==> config.mk <==
export PLATFORM = sky130hd
export DESIGN_NAME = i2c_target_eeprom_flat
export DESIGN_NICKNAME = d
export VERILOG_FILES = /design/src/rtl/i2c_target_eeprom_pkg.sv /design/src/rtl/i2c_target_eeprom_if.sv /design/src/rtl/i2c_target_eeprom_bus_monitor.sv /design/src/rtl/i2c_target_eeprom.sv /design/src/flat_wrapper.sv
export SDC_FILE = /design/constraint.sdc
export NUM_CORES = 1
export LEC_CHECK = 0
export CAP_MARGIN = 40
export CORE_ASPECT_RATIO = 1.1
export CORE_MARGIN = 2
export CORE_UTILIZATION = 50
export DETAILED_ROUTE_END_ITERATION = 10
export PLACE_DENSITY = 0.67
export SLEW_MARGIN = 20
export SYNTH_ARGS = -nofsm -noshare
export SYNTH_HDL_FRONTEND = slang
export SYNTH_SLANG_ARGS = --single-unit
==> constraint.sdc <==
create_clock -name ICE_CLK -period 3.9 [get_ports ICE_CLK]
set_input_delay 0.78 -clock ICE_CLK [delete_from_list [all_inputs] [get_ports ICE_CLK]]
set_output_delay 0.78 -clock ICE_CLK [all_outputs]
set_load 0.01 [all_outputs]
==> src/rtl/i2c_target_eeprom_pkg.sv <==
// Shared definitions for the I2C EEPROM target: FSM state encoding, bus
// acknowledge levels and bit-count landmarks.
package i2c_target_eeprom_pkg;

  typedef enum logic [3:0] {
    ST_IDLE,
    ST_DEV_ADDR,
    ST_ACK_DEV,
    ST_WORD_ADDR,
    ST_ACK_WORD,
    ST_WRITE_DATA,
    ST_ACK_DATA,
    ST_READ_DATA,
    ST_READ_ACK
  } state_e;

  localparam logic I2C_ACK  = 1'b0;
  localparam logic I2C_NACK = 1'b1;

  localparam logic [3:0] LAST_BIT  = 4'd7;
  localparam logic [3:0] BYTE_DONE = 4'd8;

  // Where an ACK slot hands over once SDA is released.
  function automatic state_e ack_next(input state_e s);
    return (s == ST_ACK_DEV) ? ST_WORD_ADDR : ST_WRITE_DATA;
  endfunction

endpackage

==> src/rtl/i2c_target_eeprom_if.sv <==
// Pin-side I2C signals between the pad primitive (master modport: drives the
// raw pin inputs) and the EEPROM target (slave modport: drives the pulldowns).
interface i2c_target_eeprom_if;
  logic SCL_DIN;
  logic SDA_DIN;
  logic SDA_PULLDOWN;
  logic SCL_PULLDOWN;

  modport master (output SCL_DIN, SDA_DIN, input SDA_PULLDOWN, SCL_PULLDOWN);
  modport slave  (input SCL_DIN, SDA_DIN, output SDA_PULLDOWN, SCL_PULLDOWN);
endinterface

==> src/rtl/i2c_target_eeprom_bus_monitor.sv <==
// I2C bus front end: 2-flop synchronisers on SCL/SDA and edge/START/STOP
// strobes derived against a one-cycle-delayed copy of the synchronised lines.
module i2c_bus_monitor (
  input  logic clk,
  input  logic rst,
  input  logic scl_din,
  input  logic sda_din,
  output logic scl_rise,
  output logic scl_fall,
  output logic start_det,
  output logic stop_det,
  output logic sda_sync
);

  logic [1:0] scl_sync_q, scl_sync_d;
  logic [1:0] sda_sync_q, sda_sync_d;
  logic       scl_prev_q, scl_prev_d;
  logic       sda_prev_q, sda_prev_d;
  logic       scl_s;

  always_comb begin
    scl_sync_d = {scl_sync_q[0], scl_din};
    sda_sync_d = {sda_sync_q[0], sda_din};
    scl_prev_d = scl_sync_q[1];
    sda_prev_d = sda_sync_q[1];
  end

  // Reset to the idle-bus level so leaving reset never fakes an edge.
  always_ff @(posedge clk or posedge rst) begin
    if (rst) begin
      scl_sync_q <= 2'b11;
      sda_sync_q <= 2'b11;
      scl_prev_q <= 1'b1;
      sda_prev_q <= 1'b1;
    end else begin
      scl_sync_q <= scl_sync_d;
      sda_sync_q <= sda_sync_d;
      scl_prev_q <= scl_prev_d;
      sda_prev_q <= sda_prev_d;
    end
  end

  assign scl_s     = scl_sync_q[1];
  assign sda_sync  = sda_sync_q[1];
  assign scl_rise  = scl_s & ~scl_prev_q;
  assign scl_fall  = ~scl_s & scl_prev_q;
  assign start_det = scl_s & scl_prev_q & sda_prev_q & ~sda_sync;
  assign stop_det  = scl_s & scl_prev_q & ~sda_prev_q & sda_sync;

endmodule

==> src/rtl/i2c_target_eeprom.sv <==
// I2C target emulating a 24Cxx-style byte-addressed EEPROM of 2**ADDR_W bytes
// with auto-incrementing pointer; no clock stretching.
module i2c_target_eeprom
  import i2c_target_eeprom_pkg::*;
#(
  parameter logic [6:0] DEV_ADDR = 7'h50,
  parameter int         ADDR_W   = 4
) (
  input  logic                ICE_CLK,
  input  logic                RST,
  i2c_target_eeprom_if.slave  bus,
  output logic                WR_STB,
  output logic [ADDR_W-1:0]   WR_ADDR,
  output logic [7:0]          WR_DATA,
  output logic                BUSY
);

  localparam int DEPTH = 1 << ADDR_W;

  logic scl_rise, scl_fall, start_det, stop_det, sda;

  i2c_bus_monitor u_mon (
    .clk       (ICE_CLK),
    .rst       (RST),
    .scl_din   (bus.SCL_DIN),
    .sda_din   (bus.SDA_DIN),
    .scl_rise  (scl_rise),
    .scl_fall  (scl_fall),
    .start_det (start_det),
    .stop_det  (stop_det),
    .sda_sync  (sda)
  );

  state_e              state_q, state_d;
  logic [3:0]          bit_cnt_q, bit_cnt_d;
  logic [7:0]          shift_q, shift_d;
  logic [ADDR_W-1:0]   ptr_q, ptr_d;
  logic                rw_q, rw_d;
  logic                sda_pd_q, sda_pd_d;
  logic                busy_q, busy_d;
  logic                wr_stb_q, wr_stb_d;
  logic [ADDR_W-1:0]   wr_addr_q, wr_addr_d;
  logic [7:0]          wr_data_q, wr_data_d;
  logic                mem_we;
  logic [7:0]          rx_byte;
  logic [7:0]          rd_data_q;
  logic [7:0]          mem [DEPTH];

  always_comb begin
    state_d   = state_q;
    bit_cnt_d = bit_cnt_q;
    shift_d   = shift_q;
    ptr_d     = ptr_q;
    rw_d      = rw_q;
    sda_pd_d  = sda_pd_q;
    busy_d    = busy_q;
    wr_stb_d  = 1'b0;
    wr_addr_d = wr_addr_q;
    wr_data_d = wr_data_q;
    mem_we    = 1'b0;
    rx_byte   = {shift_q[6:0], sda};

    if (stop_det) begin
      state_d  = ST_IDLE;
      sda_pd_d = 1'b0;
      busy_d   = 1'b0;
    end else if (start_det) begin
      state_d   = ST_DEV_ADDR;
      bit_cnt_d = '0;
    end else begin
      unique case (state_q)
        ST_DEV_ADDR: begin
          if (scl_rise) begin
            shift_d   = rx_byte;
            bit_cnt_d = bit_cnt_q + 4'd1;
            if (bit_cnt_q == LAST_BIT) begin
              bit_cnt_d = '0;
              if (rx_byte[7:1] == DEV_ADDR) begin
                state_d = ST_ACK_DEV;
                busy_d  = 1'b1;
                rw_d    = rx_byte[0];
              end else begin
                state_d = ST_IDLE;
                busy_d  = 1'b0;
              end
            end
          end
        end

        ST_WORD_ADDR, ST_WRITE_DATA: begin
          if (scl_rise && bit_cnt_q != BYTE_DONE) begin
            shift_d   = rx_byte;
            bit_cnt_d = bit_cnt_q + 4'd1;
            if (state_q == ST_WORD_ADDR && bit_cnt_q == LAST_BIT) begin
              ptr_d     = rx_byte[ADDR_W-1:0];
              state_d   = ST_ACK_WORD;
              bit_cnt_d = '0;
            end
          end else if (scl_fall && state_q == ST_WRITE_DATA && bit_cnt_q == BYTE_DONE) begin
            // Commit only once all 8 bits arrived; the ACK starts on this same fall.
            mem_we    = 1'b1;
            wr_stb_d  = 1'b1;
            wr_addr_d = ptr_q;
            wr_data_d = shift_q;
            ptr_d     = ptr_q + 1'b1;
            sda_pd_d  = 1'b1;
            state_d   = ST_ACK_DATA;
            bit_cnt_d = 4'd1;
          end
        end

        // bit_cnt: 0 = waiting to pull, 1 = pulling, 2 = ninth clock seen.
        ST_ACK_DEV, ST_ACK_WORD, ST_ACK_DATA: begin
          if (scl_fall && bit_cnt_q == 4'd0) begin
            sda_pd_d  = 1'b1;
            bit_cnt_d = 4'd1;
          end else if (scl_rise) begin
            bit_cnt_d = 4'd2;
            if (state_q == ST_ACK_DEV && rw_q) begin
              shift_d   = rd_data_q;
              ptr_d     = ptr_q + 1'b1;
              state_d   = ST_READ_DATA;
              bit_cnt_d = '0;
            end
          end else if (scl_fall && bit_cnt_q == 4'd2) begin
            sda_pd_d  = 1'b0;
            bit_cnt_d = '0;
            state_d   = ack_next(state_q);
          end
        end

        ST_READ_DATA: begin
          if (scl_fall) begin
            if (bit_cnt_q == BYTE_DONE) begin
              sda_pd_d  = 1'b0;
              bit_cnt_d = '0;
              state_d   = ST_READ_ACK;
            end else begin
              sda_pd_d  = ~shift_q[7];
              shift_d   = {shift_q[6:0], 1'b0};
              bit_cnt_d = bit_cnt_q + 4'd1;
            end
          end
        end

        ST_READ_ACK: begin
          if (scl_rise) begin
            if (sda == I2C_ACK) begin
              shift_d   = rd_data_q;
              ptr_d     = ptr_q + 1'b1;
              state_d   = ST_READ_DATA;
              bit_cnt_d = '0;
            end else begin
              state_d = ST_IDLE;
              busy_d  = 1'b0;
            end
          end
        end

        default: ;
      endcase
    end
  end

  always_ff @(posedge ICE_CLK or posedge RST) begin
    if (RST) begin
      state_q   <= ST_IDLE;
      bit_cnt_q <= '0;
      shift_q   <= '0;
      ptr_q     <= '0;
      rw_q      <= 1'b0;
      sda_pd_q  <= 1'b0;
      busy_q    <= 1'b0;
      wr_stb_q  <= 1'b0;
      wr_addr_q <= '0;
      wr_data_q <= '0;
    end else begin
      state_q   <= state_d;
      bit_cnt_q <= bit_cnt_d;
      shift_q   <= shift_d;
      ptr_q     <= ptr_d;
      rw_q      <= rw_d;
      sda_pd_q  <= sda_pd_d;
      busy_q    <= busy_d;
      wr_stb_q  <= wr_stb_d;
      wr_addr_q <= wr_addr_d;
      wr_data_q <= wr_data_d;
    end
  end

  // Contents survive RST; the read port tracks the pointer one cycle behind.
  always_ff @(posedge ICE_CLK) begin
    if (mem_we) mem[ptr_q] <= shift_q;
    rd_data_q <= mem[ptr_q];
  end

  assign bus.SDA_PULLDOWN = sda_pd_q;
  assign bus.SCL_PULLDOWN = 1'b0;
  assign WR_STB  = wr_stb_q;
  assign WR_ADDR = wr_addr_q;
  assign WR_DATA = wr_data_q;
  assign BUSY    = busy_q;

endmodule

==> src/flat_wrapper.sv <==
// flat-port wrapper written by rule: the top's interface ports become plain ports
module i2c_target_eeprom_flat import i2c_target_eeprom_pkg::*;
#(
  parameter logic [6:0] DEV_ADDR = 7'h50,
  parameter int         ADDR_W   = 4
)
  (ICE_CLK, RST, WR_STB, WR_ADDR, WR_DATA, BUSY, bus_SCL_DIN, bus_SDA_DIN, bus_SDA_PULLDOWN, bus_SCL_PULLDOWN);
  i2c_target_eeprom_if bus_i ();
  input  logic ICE_CLK;
  input  logic RST;
  output logic WR_STB;
  output logic [ADDR_W-1:0] WR_ADDR;
  output logic [7:0] WR_DATA;
  output logic BUSY;
  input wire logic [$bits(bus_i.SCL_DIN)-1:0] bus_SCL_DIN;
  input wire logic [$bits(bus_i.SDA_DIN)-1:0] bus_SDA_DIN;
  output wire logic [$bits(bus_i.SDA_PULLDOWN)-1:0] bus_SDA_PULLDOWN;
  output wire logic [$bits(bus_i.SCL_PULLDOWN)-1:0] bus_SCL_PULLDOWN;
  assign bus_i.SCL_DIN = bus_SCL_DIN;
  assign bus_i.SDA_DIN = bus_SDA_DIN;
  assign bus_SDA_PULLDOWN = bus_i.SDA_PULLDOWN;
  assign bus_SCL_PULLDOWN = bus_i.SCL_PULLDOWN;
  i2c_target_eeprom #(.DEV_ADDR(DEV_ADDR), .ADDR_W(ADDR_W)) u_core (.ICE_CLK(ICE_CLK), .RST(RST), .bus(bus_i), .WR_STB(WR_STB), .WR_ADDR(WR_ADDR), .WR_DATA(WR_DATA), .BUSY(BUSY));
endmodule
### After elaboration in Yosys (flattened, before gate mapping)

Memory sizes are Yosys's and may differ from the RTL's. A register that Yosys moved wholly into a read port is not among the register bits.
Cells that the tools add are included.

| storage, ports and cells | value |
|---|---|
| input port bits | 4 |
| memories kept | 1 |
| logic and storage cells | 183 |
| RAM bits | 128 |
| bits in registers | 42 |
| output and inout port bits | 16 |

Memory list:

| name | words | width | read ports | clocked after memory_dff | write ports | line | RTL |
|---|---|---|---|---|---|---|---|
| u_core.mem | 16 | 8 | 1 | 1 | 1 | i2c_target_eeprom.sv:47 | `logic [7:0] mem [DEPTH];` |

| cells by class | value |
|---|---|
| bitwise gates (word level) | 15 |
| reductions and logical operators | 24 |
| equal/unequal tests | 50 |
| add/subtract/negate cells | 2 |
| multiplexer cells | 77 |

Operator list:

| kind | count |
|---|---|
| $mux W4 | 35 |
| $mux W8 | 9 |
| $pmux W4 S5 | 2 |
| $pmux W8 S5 | 1 |
| $ne A4 B1 Y1 const B | 7 |
| $ne A3 B1 Y1 const B | 9 |
| $mux W1 | 23 |
| $eq A4 B3 Y1 const B | 5 |
| $ne A5 B1 Y1 const B | 3 |
| $eq A4 B2 Y1 const B | 3 |
| $ne A2 B1 Y1 const B | 6 |
| $pmux W4 S3 | 1 |
| $reduce_and A12 Y1 | 1 |
| $reduce_and A6 Y1 | 2 |
| $reduce_and A11 Y1 | 1 |
| $reduce_and A10 Y1 | 1 |
| $ne A3 B2 Y1 const B | 3 |
| $add A4 B1 Y4 const B | 2 |
| $eq A4 B4 Y1 const B | 2 |
| $ne A2 B2 Y1 const B | 4 |
| $ne A4 B4 Y1 const B | 2 |
| $not A1 Y1 | 8 |
| $reduce_and A8 Y1 | 1 |
| $and A1 B1 Y1 | 7 |
| other kinds (21) | 30 |

### Depth between registers and ports, before layout

Gate-level depths: netlist (run 1).

| logic depth | value |
|---|---|
| depth after elaboration | 11 |
| mapped depth | 9 |
| gate-level depth less buffers | 8 |

### Cells and area by module

Synthesis (run 1) repeated with hierarchy kept, for this count alone.

| unflattened totals | value |
|---|---|
| cell total of the unflattened synthesis | 485 |
| area, all modules | 7,727.4 µm² |

Modules (own cells, without submodules):

| module | cells each | sequential area each (µm²) | instances | area each (µm²) |
|---|---|---|---|---|
| i2c_target_eeprom | 474 | 4,904.7 | 1 | 7,533.5 |
| i2c_bus_monitor | 11 | 157.7 | 1 | 193.9 |

### Worst setup path after synthesis (run 1)

No wires, ideal clock.

| timing path | value |
|---|---|
| path type | register -> register |
| start point | register u_core.bit_cnt_q[0] |
| end point | memory u_core.mem[0][0], enable pin |
| path slack | 1.512 ns |
| path buffers | 0 |
| setup time | 0.383 ns |
| required time | 3.517 ns |
| period minus slack after synthesis | 2.388 ns |
| arrival time | 2.005 ns |
| stages on the path, launching flop included | 7 |
| path through | dfrtp_1 -> inv_1 -> ha_1 -> nand3b_2 -> nor4b_4 -> nand2_1 -> nor3_1 |

| between the ends | value |
|---|---|
| word-level cells in the longest chain between the ends | 9 |
| elaborated cells on any way between the ends | 11 |
| classes of those cells | 2 x eq/ne; 7 x mux; 2 x reduce/logical |

RTL lines:

| what | line | RTL |
|---|---|---|
| start, declared | i2c_target_eeprom.sv:35 | `logic [3:0] bit_cnt_q, bit_cnt_d;` |
| start signal, assigned | i2c_target_eeprom.sv:179 | `bit_cnt_q <= bit_cnt_d;` |
| $eq A4 B4 Y1 | i2c_target_eeprom.sv:99 | `end else if (scl_fall && state_q == ST_WRITE_DATA && bit_cnt_q == BYTE_DONE) begin` |
| $logic_and A1 B1 Y1 | i2c_target_eeprom.sv:99 |  |
| $mux W1 | i2c_target_eeprom.sv:99 |  |
| $mux W1 (*) | i2c_target_eeprom.sv:91 | `if (scl_rise && bit_cnt_q != BYTE_DONE) begin` |
| $mux W1 (*) | i2c_target_eeprom.sv:71 | `unique case (state_q)` |
| $mux W1 (*) | i2c_target_eeprom.sv:67 | `end else if (start_det) begin` |
| $mux W1 (*) | i2c_target_eeprom.sv:63 | `if (stop_det) begin` |
| $mux W1 (*) | i2c_target_eeprom.sv:193 | `if (mem_we) mem[ptr_q] <= shift_q;` |
| $mux W1 (implied by the code) (*) | i2c_target_eeprom.sv:193 |  |
| end, declared | i2c_target_eeprom.sv:47 |  |

Mark *: on every way between the ends. The rest lies on a longest branch, timed or not.

### Final worst setup path (run 1)

| timing path | value |
|---|---|
| start point | register u_core.state_q[0] |
| end point | memory u_core.mem[13][7], enable pin |

| between the ends | value |
|---|---|
| word-level cells in the longest chain between the ends | 10 |
| elaborated cells on any way between the ends | 12 |
| classes of those cells | 2 x eq/ne; 7 x mux; 3 x reduce/logical |

RTL lines:

| what | line | RTL |
|---|---|---|
| start, declared | i2c_target_eeprom.sv:34 | `state_e state_q, state_d;` |
| start signal, assigned | i2c_target_eeprom.sv:178 | `state_q <= state_d;` |
| $eq A4 B3 Y1 | i2c_target_eeprom.sv:71, i2c_target_eeprom.sv:99 |  |
| $logic_and A1 B1 Y1 (2 in series) | i2c_target_eeprom.sv:99 |  |
| $mux W1 | i2c_target_eeprom.sv:99 |  |
| $mux W1 | i2c_target_eeprom.sv:91 |  |
| $mux W1 (*) | i2c_target_eeprom.sv:71 |  |
| $mux W1 (*) | i2c_target_eeprom.sv:67 |  |
| $mux W1 (*) | i2c_target_eeprom.sv:63 |  |
| $mux W1 (*) | i2c_target_eeprom.sv:193 |  |
| $mux W1 (implied by the code) (*) | i2c_target_eeprom.sv:193 |  |

Marks and branches as above.

==> results by group, run 1 <==
Global routing
  • GRT overflow: 0
  • Vias in the first global route: 4306
  • Initial antenna violation count: 0
  • First-pass GRT wire length: 26.0 mm
  • Gr usage total: 21.4%
  • Largest net degree at the start of global routing: 30

STA
  • Setup-failing EPs final: 0
  • Max Freq: 0.354 GHz
  • Worst Skew: 0.0103 ns
  • Final hold vios: 0
  • Pins Over Slew Limit: 0
  • RSZ-0062 raised after global routing: no
  • Setup ws final: 1.08 ns
  • Worst slew margin: 42.6%
  • Fin crit share: 72.4%
  • Worst Max-Slew Pin Slew: 0.861 ns
  • Setup TNS: 0 ns
  • Clock period minus worst slack: 2.82 ns

Detailed routing
  • DRC errors left: 0
  • Routed wire per std cell: 23.0 um
  • Drt first-iter violations: 617
  • Vias per cell: 6.15
  • Antenna-violating nets left: 0
  • Vias: 4511
  • Routed WL: 16.9 mm
  • First drt pass iteration count: 5

Floorplan
  • Initial core utilization: 50.6%
  • Die area: 16700 um^2
  • Die width: 123 um
  • Row count: 48
  • I/O pin count: 20
  • Die height: 135 um
  • CORE AREA: 15500 um^2

Cells and area
  • Syn-to-layout area delta: 12.2%
  • Ant diodes: 0
  • Layout fillers: 1178
  • Nets: 532
  • Layout Cell Area excl Fill: 8800 um^2
  • Final core occ: 56.8%
  • Share of layout cells above drive strength 1: 25.7%

Critical path
  • Worst r2r dst: u_core.mem[13][7]
  • Critical Path End: u_core.mem[13][7]
  • R2r setup slk: 1.08 ns
  • CP arrival: 2.88 ns
  • FF-to-FF Start: u_core.state_q[0]
  • CP Capture Type: register
  • Worst Path Required: 3.96 ns
  • Max Fanout on Critical Path: 26
  • Launch point of the worst path: u_core.state_q[0]
  • Startpoint types: register
  • CP Class: register to register
  • FF-to-FF path depth: 4

Clock tree
  • H-Tree Level Count: 4
  • Reg clk slew, reported paths: 0.08 ns
  • Post-CTS Hold Buffers: 0
  • Root buf cell: clkbuf_16
  • Num CTS Buffers: 17
  • CTS tree: built
  • Clock sink count: 178
  • Latest clock arrival within the worst-skew pair: 0.43 ns
  • CTS Buffer Depth: 2
  • Post-CTS Setup Bufs: 0
  • Cts repair resizes: 0

Synthesis
  • Mean Syn Cell Area: 15.7 um^2
  • Share of the synthesized area in the top cell type: 49.0%
  • Synth cell types: 76
  • Leading cell type by number of instances after synthesis: edfxtp_1
  • Flops & latches, synth: 178
  • Post-synth top cells: edfxtp_1, nand2_1, mux4_2
  • Mapped Cells: 500
  • Commonest register cell after synthesis: edfxtp_1
  • Ranking of synthesized cells by area: edfxtp_1, dfrtp_1, mux4_2
  • Yosys top cell by area: edfxtp_1
  • Synthesized Nets: 511
  • FFs w/ async S/R, synth: 23.6%
  • EDFF count, synth: 128
  • Sequential fraction of the synthesis area: 64.6%
  • Yosys warns: 0
  • Area of the mapped netlist: 7840 um^2

Pwr
  • Lkg Pwr: 3.02 nW
  • Power Density: 481 nW/um^2
  • Total power: 0.00423 W
  • VDD IR max: 0.351 mV

Place
  • Placed Area: 8150 um^2
  • RD Place Congestion: 0.882
  • Pre-CTS WS: 1.11 ns
  • Port Buffer Count: 18
  • Final HPWL DP: 10.9 mm

Flow run
  • Max Cap Viol: 0

Run status
  • Outcome: finished, final reports clean

Hold path
  • Hold crit path type: register to register
-- cells by family (layout without fill, tap and decap cells) --
| group | after synthesis | after routing | synth area share (%) |
|---|---|---|---|
| other | 1 | 1 | 0.0478 |
| adders and majority gates | 7 | 7 | 1.12 |
| DFF | 178 | 178 | 64.6 |
| AOI/OAI and AO/OA | 72 | 72 | 6.64 |
| muxes | 59 | 59 | 14.2 |
| buffers and inverters | 37 | 71 | 2.76 |
| xor gates and xnor gates | 1 | 1 | 0.112 |
| and+or+nand+nor | 145 | 145 | 10.6 |
-- per-layer routing --
layer  vias up  share of wire (%)  GRT usage [%]
li1       1982                  -              -
met1      2333                 43           31.5
met2       171                 50           32.4
met3        25                5.0           4.12
met4         0                2.1           7.13
met5         -                  0              0
-- stage by stage --
step,instances,hold WS (ns)
after CTS,730,0.359
after floorplan,500,0.345
final,734,0.359
after global routing,734,0.366
after global placement,698,0.347
after detailed placement,698,0.348
-- area by class of cell --
class                   count  area, um^2  area share [%]
flip-flops and latches    178        5060            57.6
multi-input cells         285        2560            29.1
clock buffers              17         425            4.84
repair buffers             31         308            3.50
well taps                 200         250            2.84
clock inverters            15         159            1.81
inverters                   8        30.0           0.341
-- cells in the final DEF (no fill, tap or decap), types with 3 or more instances in the layout --
| cell | count |
|---|---|
| nor2_1 | 29 |
| dfstp_2 | 6 |
| o21ai_1 | 4 |
| o21ai_0 | 13 |
| mux2_2 | 15 |
| ha_1 | 7 |
| a31oi_1 | 3 |
| o31ai_1 | 3 |
| nor3_1 | 9 |
| clkdlybuf4s50_1 | 18 |
| dfrtp_1 | 35 |
| or4b_1 | 3 |
| nor4b_1 | 3 |
| nor2b_1 | 4 |
| dfxtp_1 | 8 |
| mux2i_1 | 4 |
| edfxtp_1 | 128 |
| a21oi_1 | 17 |
| mux4_2 | 40 |
| a31o_2 | 3 |
| and2b_1 | 3 |
| inv_6 | 3 |
| buf_8 | 4 |
| nand2b_1 | 5 |
| nand2_1 | 54 |
| inv_8 | 6 |
| clkbuf_16 | 17 |
| inv_1 | 6 |
| nand3_1 | 8 |
| buf_4 | 9 |
-- flip-flops by register name (all words and copies together) (netlist names), 2 cells and up --
signal                   count
u_core.bit_cnt_q             4
u_core.WR_DATA               8
u_core.shift_q               8
u_core.rd_data_q             8
u_core.state_q               4
u_core.u_mon.scl_sync_q      2
u_core.u_mon.sda_sync_q      2
u_core.mem                 128
u_core.ptr_q                 4
u_core.WR_ADDR               4
-- worst max-delay path: stages, from the launching register on --
cell and delay (ns):
dfrtp_1 0.91, nand2_1 0.26, nor4b_4 0.45, nand2_1 0.25, nor2_1 0.58
-- worst min-delay path by stage --
stage,start,to,slack (ns),cells past startpoint
floorplan,u_core.u_mon.scl_sync_q[0],u_core.u_mon.scl_sync_q[1],0.35,0
global placement,u_core.u_mon.sda_sync_q[0],u_core.u_mon.sda_sync_q[1],0.35,0
detailed placement,u_core.u_mon.sda_sync_q[0],u_core.u_mon.sda_sync_q[1],0.35,0
CTS,u_core.u_mon.sda_sync_q[0],u_core.u_mon.sda_sync_q[1],0.36,0
global route,u_core.u_mon.scl_sync_q[0],u_core.u_mon.scl_sync_q[1],0.37,0
finish,u_core.u_mon.sda_sync_q[0],u_core.u_mon.sda_sync_q[1],0.36,0
-- power breakdown --
| part | internal, W | switching [W] | leakage, nW |
|---|---|---|---|
| sequential | 0.00215 | 0.000133 | 1.78 |
| clock | 0.000860 | 0.000807 | 0.282 |
| combinational | 0.000119 | 0.000163 | 0.955 |
No activity file was read; power rests on OpenSTA's default activity.
==> run 2, diff against run 1 <==
PLACE_DENSITY = 0.69   (was 0.67)
clock period = 2.4 ns   (was 3.9 ns; I/O delays follow)
==> results by group, run 2 (synthesis gave the netlist of run 1 again) <==
Cells and area
  • Syn-to-layout area delta: 18.3%
  • Commonest non-fill, non-tap cells in the layout: edfxtp_1, buf_4, nand2_1
  • Non-Filler Instances: 786 (+7.1%)
  • Nets: 584 (+9.8%)
  • Max reg flops: 128 (unchanged)
  • Ant diodes: 0 (unchanged)
  • Share of layout cells above drive strength 1: 33.3% (+7.6 points)
  • Largest Register: u_core.mem
  • Commonest non-fill, non-tap cell in the layout: edfxtp_1

Pwr
  • Clock power share: 38.8% (-0.6 points)
  • Switching Power: 0.00179 W (+63%)
  • VDD IR max: 0.544 mV (+55%)
  • Internal power: 0.00514 W (+65%)
  • Sequential Power Share: 51.8% (-2.1 points)
  • Net switching fraction of the power: 25.9% (-0.22 points)
  • Comb power frac: 9.4% (+2.7 points)
  • Total power: 0.00694 W (+64%)
  • Lkg Pwr: 3.33 nW (+10%)
  • Power Density: 748 nW/um^2 (+56%)

STA
  • Clock period minus worst slack: 2.33 ns (-0.489 ns)
  • Fin crit share: 97.2% (+25 points)
  • Max Freq: 0.428 GHz (+21%)
  • Pins Over Slew Limit: 0 (unchanged)
  • Final hold vios: 0 (unchanged)
  • Worst Max-Slew Pin Slew: 0.809 ns (-0.0516 ns)
  • Setup-failing EPs final: 0 (unchanged)
  • Worst Skew: 0.0112 ns (+0.000901 ns)
  • Worst slew margin: 46.1% (+3.4 points)

Critical path
  • FF-to-FF Start: u_core.u_mon.scl_prev_q
  • CP arrival: 2.68 ns (-0.20 ns)
  • CP Capture Type: register
  • Startpoint types: register
  • Cell Chain, Critical Path: nand2b_1 -> nand2b_4 -> o221a_4 -> nand4b_4 -> or4b_4 -> a31oi_4
  • Max Fanout on Critical Path: 9 (-65%)
  • Crit path buffers/inverters: 0 (unchanged)
  • Launch point of the worst path: u_core.u_mon.scl_prev_q
  • CP max stage delay: 0.62 ns (-0.29 ns)
  • CP max-delay cell: dfstp_2
  • Worst Path Required: 2.74 ns (-1.22 ns)
  • CP Class: register to register
  • CP top delay family: simple AND/OR/NAND/NOR gates

Place
  • Final HPWL DP: 12.1 mm (+11%)
  • RD Place Congestion: 0.902 (+2.3%)
  • Post-placement cell count: 749 (+7.3%)
  • Port Buffer Count: 18 (unchanged)

Global routing
  • GRT overflow: 0 (unchanged)
  • Gr usage total: 23.3% (+1.9 points)
  • First-pass GRT wire length: 28.0 mm (+7.7%)
  • Largest net degree at the start of global routing: 39 (+30%)
  • Initial antenna violation count: 0 (unchanged)
  • Vias in the first global route: 4775 (+11%)

Clock tree
  • CTS Buffer Depth: 2 (unchanged)
  • Clock sink count: 178 (unchanged)
  • Root buf cell: clkbuf_16
  • Latest clock arrival within the worst-skew pair: 0.43 ns (about the same)
  • CTS tree: built
  • Num CTS Buffers: 17 (unchanged)
  • Reg clk slew, reported paths: 0.08 ns (about the same)
  • Post-CTS Hold Buffers: 0 (unchanged)
  • H-Tree Level Count: 4 (unchanged)

Detailed routing
  • DRC errors left: 0 (unchanged)
  • Drt first-iter violations: 407 (-34%)
  • Vias per cell: 5.83 (-5.1%)
  • Routed wire per std cell: 22.9 um (-0.28%)
  • First drt pass iteration count: 5 (unchanged)
  • Routed WL: 18.0 mm (+6.8%)
  • Vias: 4583 (+1.6%)
  • Antenna-violating nets left: 0 (unchanged)

Run status
  • Outcome: finished, final reports clean

Floorplan
  • Die area: 16700 um^2 (unchanged)
  • Row count: 48 (unchanged)
  • CORE AREA: 15500 um^2 (unchanged)
  • Die width: 123 um (unchanged)
  • Die height: 135 um (unchanged)
  • Initial core utilization: 50.6% (unchanged)
  • I/O pin count: 20 (unchanged)

Flow run
  • Max Cap Viol: 0 (unchanged)

Hold path
  • Hold crit path type: primary input to asynchronous set/reset pin
[run 2: power groups by stage]
| stage | clock network, W | registers (W) | logic, W |
|---|---|---|---|
| after detailed placement | 0 | 0.00366 | 0.000588 |
| after global routing | 0.00286 | 0.00360 | 0.000725 |
| after floorplan | 0 | 0.00367 | 0.000314 |
| final | 0.00269 | 0.00359 | 0.000653 |
| after global placement | 0 | 0.00365 | 0.000571 |
| after CTS | 0.00275 | 0.00359 | 0.000588 |
[run 2: worst paths after layout]
path                       cells past startpoint  slack, ns                         end
min                                            2       0.29           u_core.WR_DATA[2]
max reg2reg                                    6       0.07           u_core.state_q[0]
max in group asynchronous                      3       1.64  u_core.u_mon.sda_sync_q[1]
max                                            6       0.07           u_core.state_q[0]
min in group ICE_CLK                           0       0.36  u_core.u_mon.sda_sync_q[1]
min reg2reg                                    0       0.36  u_core.u_mon.sda_sync_q[1]
[run 2: metal layers]
layer / track usage [%] / vias up / wire length [um]
met5: 0 / - / 0
met4: 9.72 / 0 / 549
met3: 4.55 / 37 / 601
li1: - / 2073 / -
met1: 29.2 / 2362 / 7280
met2: 39.4 / 111 / 9610
[run 2: repair_timing]
action                                  CTS  global route
gates resized for setup                   1             8
buffers inserted                          1             4
pin swaps                                 1             2
endpoints found under the setup margin   41            13
cloned                                    0             0
[run 2: worst reg2reg max path, cell delays in order, from the launching register on]
cell and delay (ns):
dfstp_2 0.62, nand2b_1 0.19, nand2b_4 0.21, o221a_4 0.30
nand4b_4 0.22, or4b_4 0.53, a31oi_4 0.18
[run 2: cell type report]
class                   instances  area, um^2
well taps                     200         250
repair buffers                 83         726
inverters                       8        30.0
fillers                      1162        6220
flip-flops and latches        178        5060
multi-input cells             285        2610
clock buffers                  17         425
clock inverters                15         165
[run 2: stage by stage]
stage	instance area [um^2]	util, %	TNS, ns	setup slack (ns)	hold slack (ns)
floorplan	7840	-	0	0.0116	0.345
global placement	8580	55.4	0	0.0202	0.346
detailed placement	8590	55.5	-0.660	-0.0498	0.348
CTS	9190	59.3	0	0.00856	0.275
global route	9270	59.8	-0.0142	-0.0142	0.307
finish	9270	59.8	0	0.0660	0.289
==> run 3, diff against run 2 <==
DONT_BUFFER_PORTS = 1   (was unset)
PLACE_DENSITY = 0.68   (was 0.69)
==> results by group, run 3 (synthesis gave the netlist of run 1 again) <==
Clock tree
  • Latest clock arrival within the worst-skew pair: 0.43 ns (about the same)
  • Clock sink count: 178 (unchanged)
  • H-Tree Level Count: 4 (unchanged)
  • Num CTS Buffers: 17 (unchanged)
  • CTS Buffer Depth: 2 (unchanged)
  • Reg clk slew, reported paths: 0.07 ns (about the same)
  • Root buf cell: clkbuf_16
  • CTS tree: built

STA
  • Worst Max-Slew Pin Slew: 0.800 ns (-0.00906 ns)
  • Worst Skew: 0.0145 ns (+0.00322 ns)
  • Final hold vios: 0 (unchanged)
  • Max Freq: 0.441 GHz (+3.0%)
  • Setup ws final: 0.135 ns (+0.0688 ns)
  • RSZ-0062 raised after global routing: no
  • Worst slew margin: 46.7% (+0.60 points)
  • Min Hold Slack: 0.0405 ns (-0.248 ns)
  • Clock period minus worst slack: 2.27 ns (-0.0688 ns)
  • Setup TNS: 0 ns (unchanged)
  • Pins Over Slew Limit: 0 (unchanged)
  • Setup-failing EPs final: 0 (unchanged)
  • Fin crit share: 94.4% (-2.9 points)

Critical path
  • CP max stage delay: 0.56 ns (-0.06 ns)
  • CP Capture Type: register
  • Worst Path Required: 2.70 ns (-0.04 ns)
  • Launch point of the worst path: u_core.bit_cnt_q[1]
  • Cell Chain, Critical Path: inv_1 -> ha_4 -> or4bb_2 -> nor3_1 -> a31o_2 -> and2b_1 -> o211ai_1 -> o41ai_1
  • CP Class: register to register
  • FF-to-FF Start: u_core.bit_cnt_q[1]
  • Max Fanout on Critical Path: 5 (-4)
  • CP max-delay cell: or4bb_2
  • Startpoint types: register
  • CP arrival: 2.56 ns (-0.12 ns)

Cells and area
  • Syn-to-layout area delta: 15.2%
  • Layout Cell Area excl Fill: 9030 um^2 (-2.6%)
  • Largest Register: u_core.mem
  • Share of layout cells above drive strength 1: 33.8% (+0.48 points)
  • Layout fillers: 1166 (+0.34%)
  • Commonest non-fill, non-tap cell in the layout: edfxtp_1
  • Nets: 556 (-4.8%)
  • Max reg flops: 128 (unchanged)
  • Ant diodes: 0 (unchanged)
  • Commonest non-fill, non-tap cells in the layout: edfxtp_1, nand2_1, buf_4

Detailed routing
  • Drt first-iter violations: 338 (-17%)
  • Antenna-violating nets left: 0 (unchanged)
  • Vias: 4595 (+0.26%)
  • First drt pass iteration count: 5 (unchanged)
  • Routed wire per std cell: 23.5 um (+2.4%)
  • Vias per cell: 6.07 (+4.1%)
  • Routed WL: 17.8 mm (-1.4%)
  • DRC errors left: 0 (unchanged)

Global routing
  • GRT Max-Usage Layer: met2
  • Largest net degree at the start of global routing: 39 (unchanged)
  • Met2 usage: 38.7% (-0.70 points)
  • Initial antenna violation count: 0 (unchanged)
  • Gr usage total: 22.6% (-0.72 points)
  • GRT overflow: 0 (unchanged)
  • GR Util met1: 28.2% (-1.1 points)
  • Vias in the first global route: 4615 (-3.4%)
  • First-pass GRT wire length: 27.1 mm (-3.3%)
  • Met3 Resource Use GR: 4.50% (-0.042 points)

Floorplan
  • Die height: 135 um (unchanged)
  • Die width: 123 um (unchanged)
  • CORE AREA: 15500 um^2 (unchanged)
  • Initial core utilization: 50.6% (unchanged)
  • Die area: 16700 um^2 (unchanged)
  • I/O pin count: 20 (unchanged)
  • Row count: 48 (unchanged)

Pwr
  • VDD IR max: 0.578 mV (+6.3%)
  • Sequential Power Share: 51.2% (-0.6 points)
  • Net switching fraction of the power: 26.3% (+0.46 points)
  • Internal power: 0.00513 W (-0.31%)
  • Lkg Pwr: 3.21 nW (-3.4%)
  • Switching Power: 0.00183 W (+2.1%)
  • Comb power frac: 9.6% (+0.2 points)
  • Clock power share: 39.2% (+0.4 points)
  • Power Density: 770 nW/um^2 (+3.0%)

Hold path
  • Hold crit path type: primary input to register
  • Min-delay src: bus_SCL_DIN

Flow run
  • Max Cap Viol: 0 (unchanged)

Place
  • Port Buffer Count: 0 (-18)
  • RD Place Congestion: 0.868 (-3.9%)
  • Placed Area: 8330 um^2 (-3.0%)
  • Pre-CTS WS: 0.0527 ns (+0.102 ns)
  • Final HPWL DP: 11.8 mm (-2.2%)

Run status
  • Outcome: finished, final reports clean
[run 3: changes by cell type in the layout (fill, tap and decap cells not counted), moves of 2 or more]
| cell | previous run | this run |
|---|---|---|
| clkdlybuf4s50_1 | 18 | 0 |
| dfrtp_1 | 35 | 33 |
| dfrtp_2 | 1 | 3 |
| inv_6 | 1 | 3 |
| nor2_2 | 0 | 2 |
| buf_4 | 60 | 49 |
| nor2_1 | 29 | 27 |
[run 3: worst max-delay path, delay by kind of cell, from the launching register on]
family	cells	cell delay [ns]
DFF	1	0.45
and+or+nand+nor	3	1.05
AOI/OAI and AO/OA	3	0.37
adders and majority gates	1	0.16
buffers and inverters	1	0.10
[run 3: layout make-up]
class / count / area, um^2 / area share (%)
tap: 200 / 250 / 2.77
timing repair buffer: 55 / 477 / 5.28
clock buffer: 17 / 425 / 4.71
sequential: 178 / 5070 / 56.1
clock inverter: 14 / 163 / 1.80
inverter: 8 / 30.0 / 0.332
multi-input combinational: 285 / 2620 / 29.0
[run 3: repair_timing]
item	4_1_cts	5_1_grt
hold endpoints to repair	16	0
buffers inserted	0	1
resized for setup	0	15
endpoints found under the setup margin	0	135
hold buffers	1	0
[run 3: power by group through the flow]
stage	Clock (W)	Combinational [W]	Sequential, W
after floorplan	0	0.000314	0.00367
after global placement	0	0.000600	0.00361
after detailed placement	0	0.000617	0.00361
after CTS	0.00277	0.000622	0.00354
after global routing	0.00288	0.000728	0.00357
final	0.00273	0.000668	0.00356
[run 3: path summary, 6_finish.rpt]
path                                                   end  slack [ns]  depth (start not counted)
worst max-delay path                     u_core.state_q[3]        0.13                          8
worst min-delay path            u_core.u_mon.scl_sync_q[0]        0.04                          0
worst max register to register           u_core.state_q[3]        0.13                          8
worst min register to register  u_core.u_mon.scl_sync_q[1]        0.36                          0
max in group asynchronous              u_core.bit_cnt_q[0]        1.39                          4
min in group asynchronous                u_core.WR_DATA[6]        0.42                          2
[run 3: metrics by stage]
stage | total power [W] | std cells | utilization, %
floorplan | 0.00399 | 500 | -
global placement | 0.00421 | 723 | 53.8
detailed placement | 0.00423 | 723 | 53.8
CTS | 0.00693 | 755 | 57.6
global route | 0.00718 | 757 | 58.3
finish | 0.00696 | 757 | 58.3
[run 3: layer usage]
metal  wire length, um  vias up
met4               454        0
met1              6910     2398
met5                 0        -
met2              9660      139
met3               757       28
li1                  -     2030
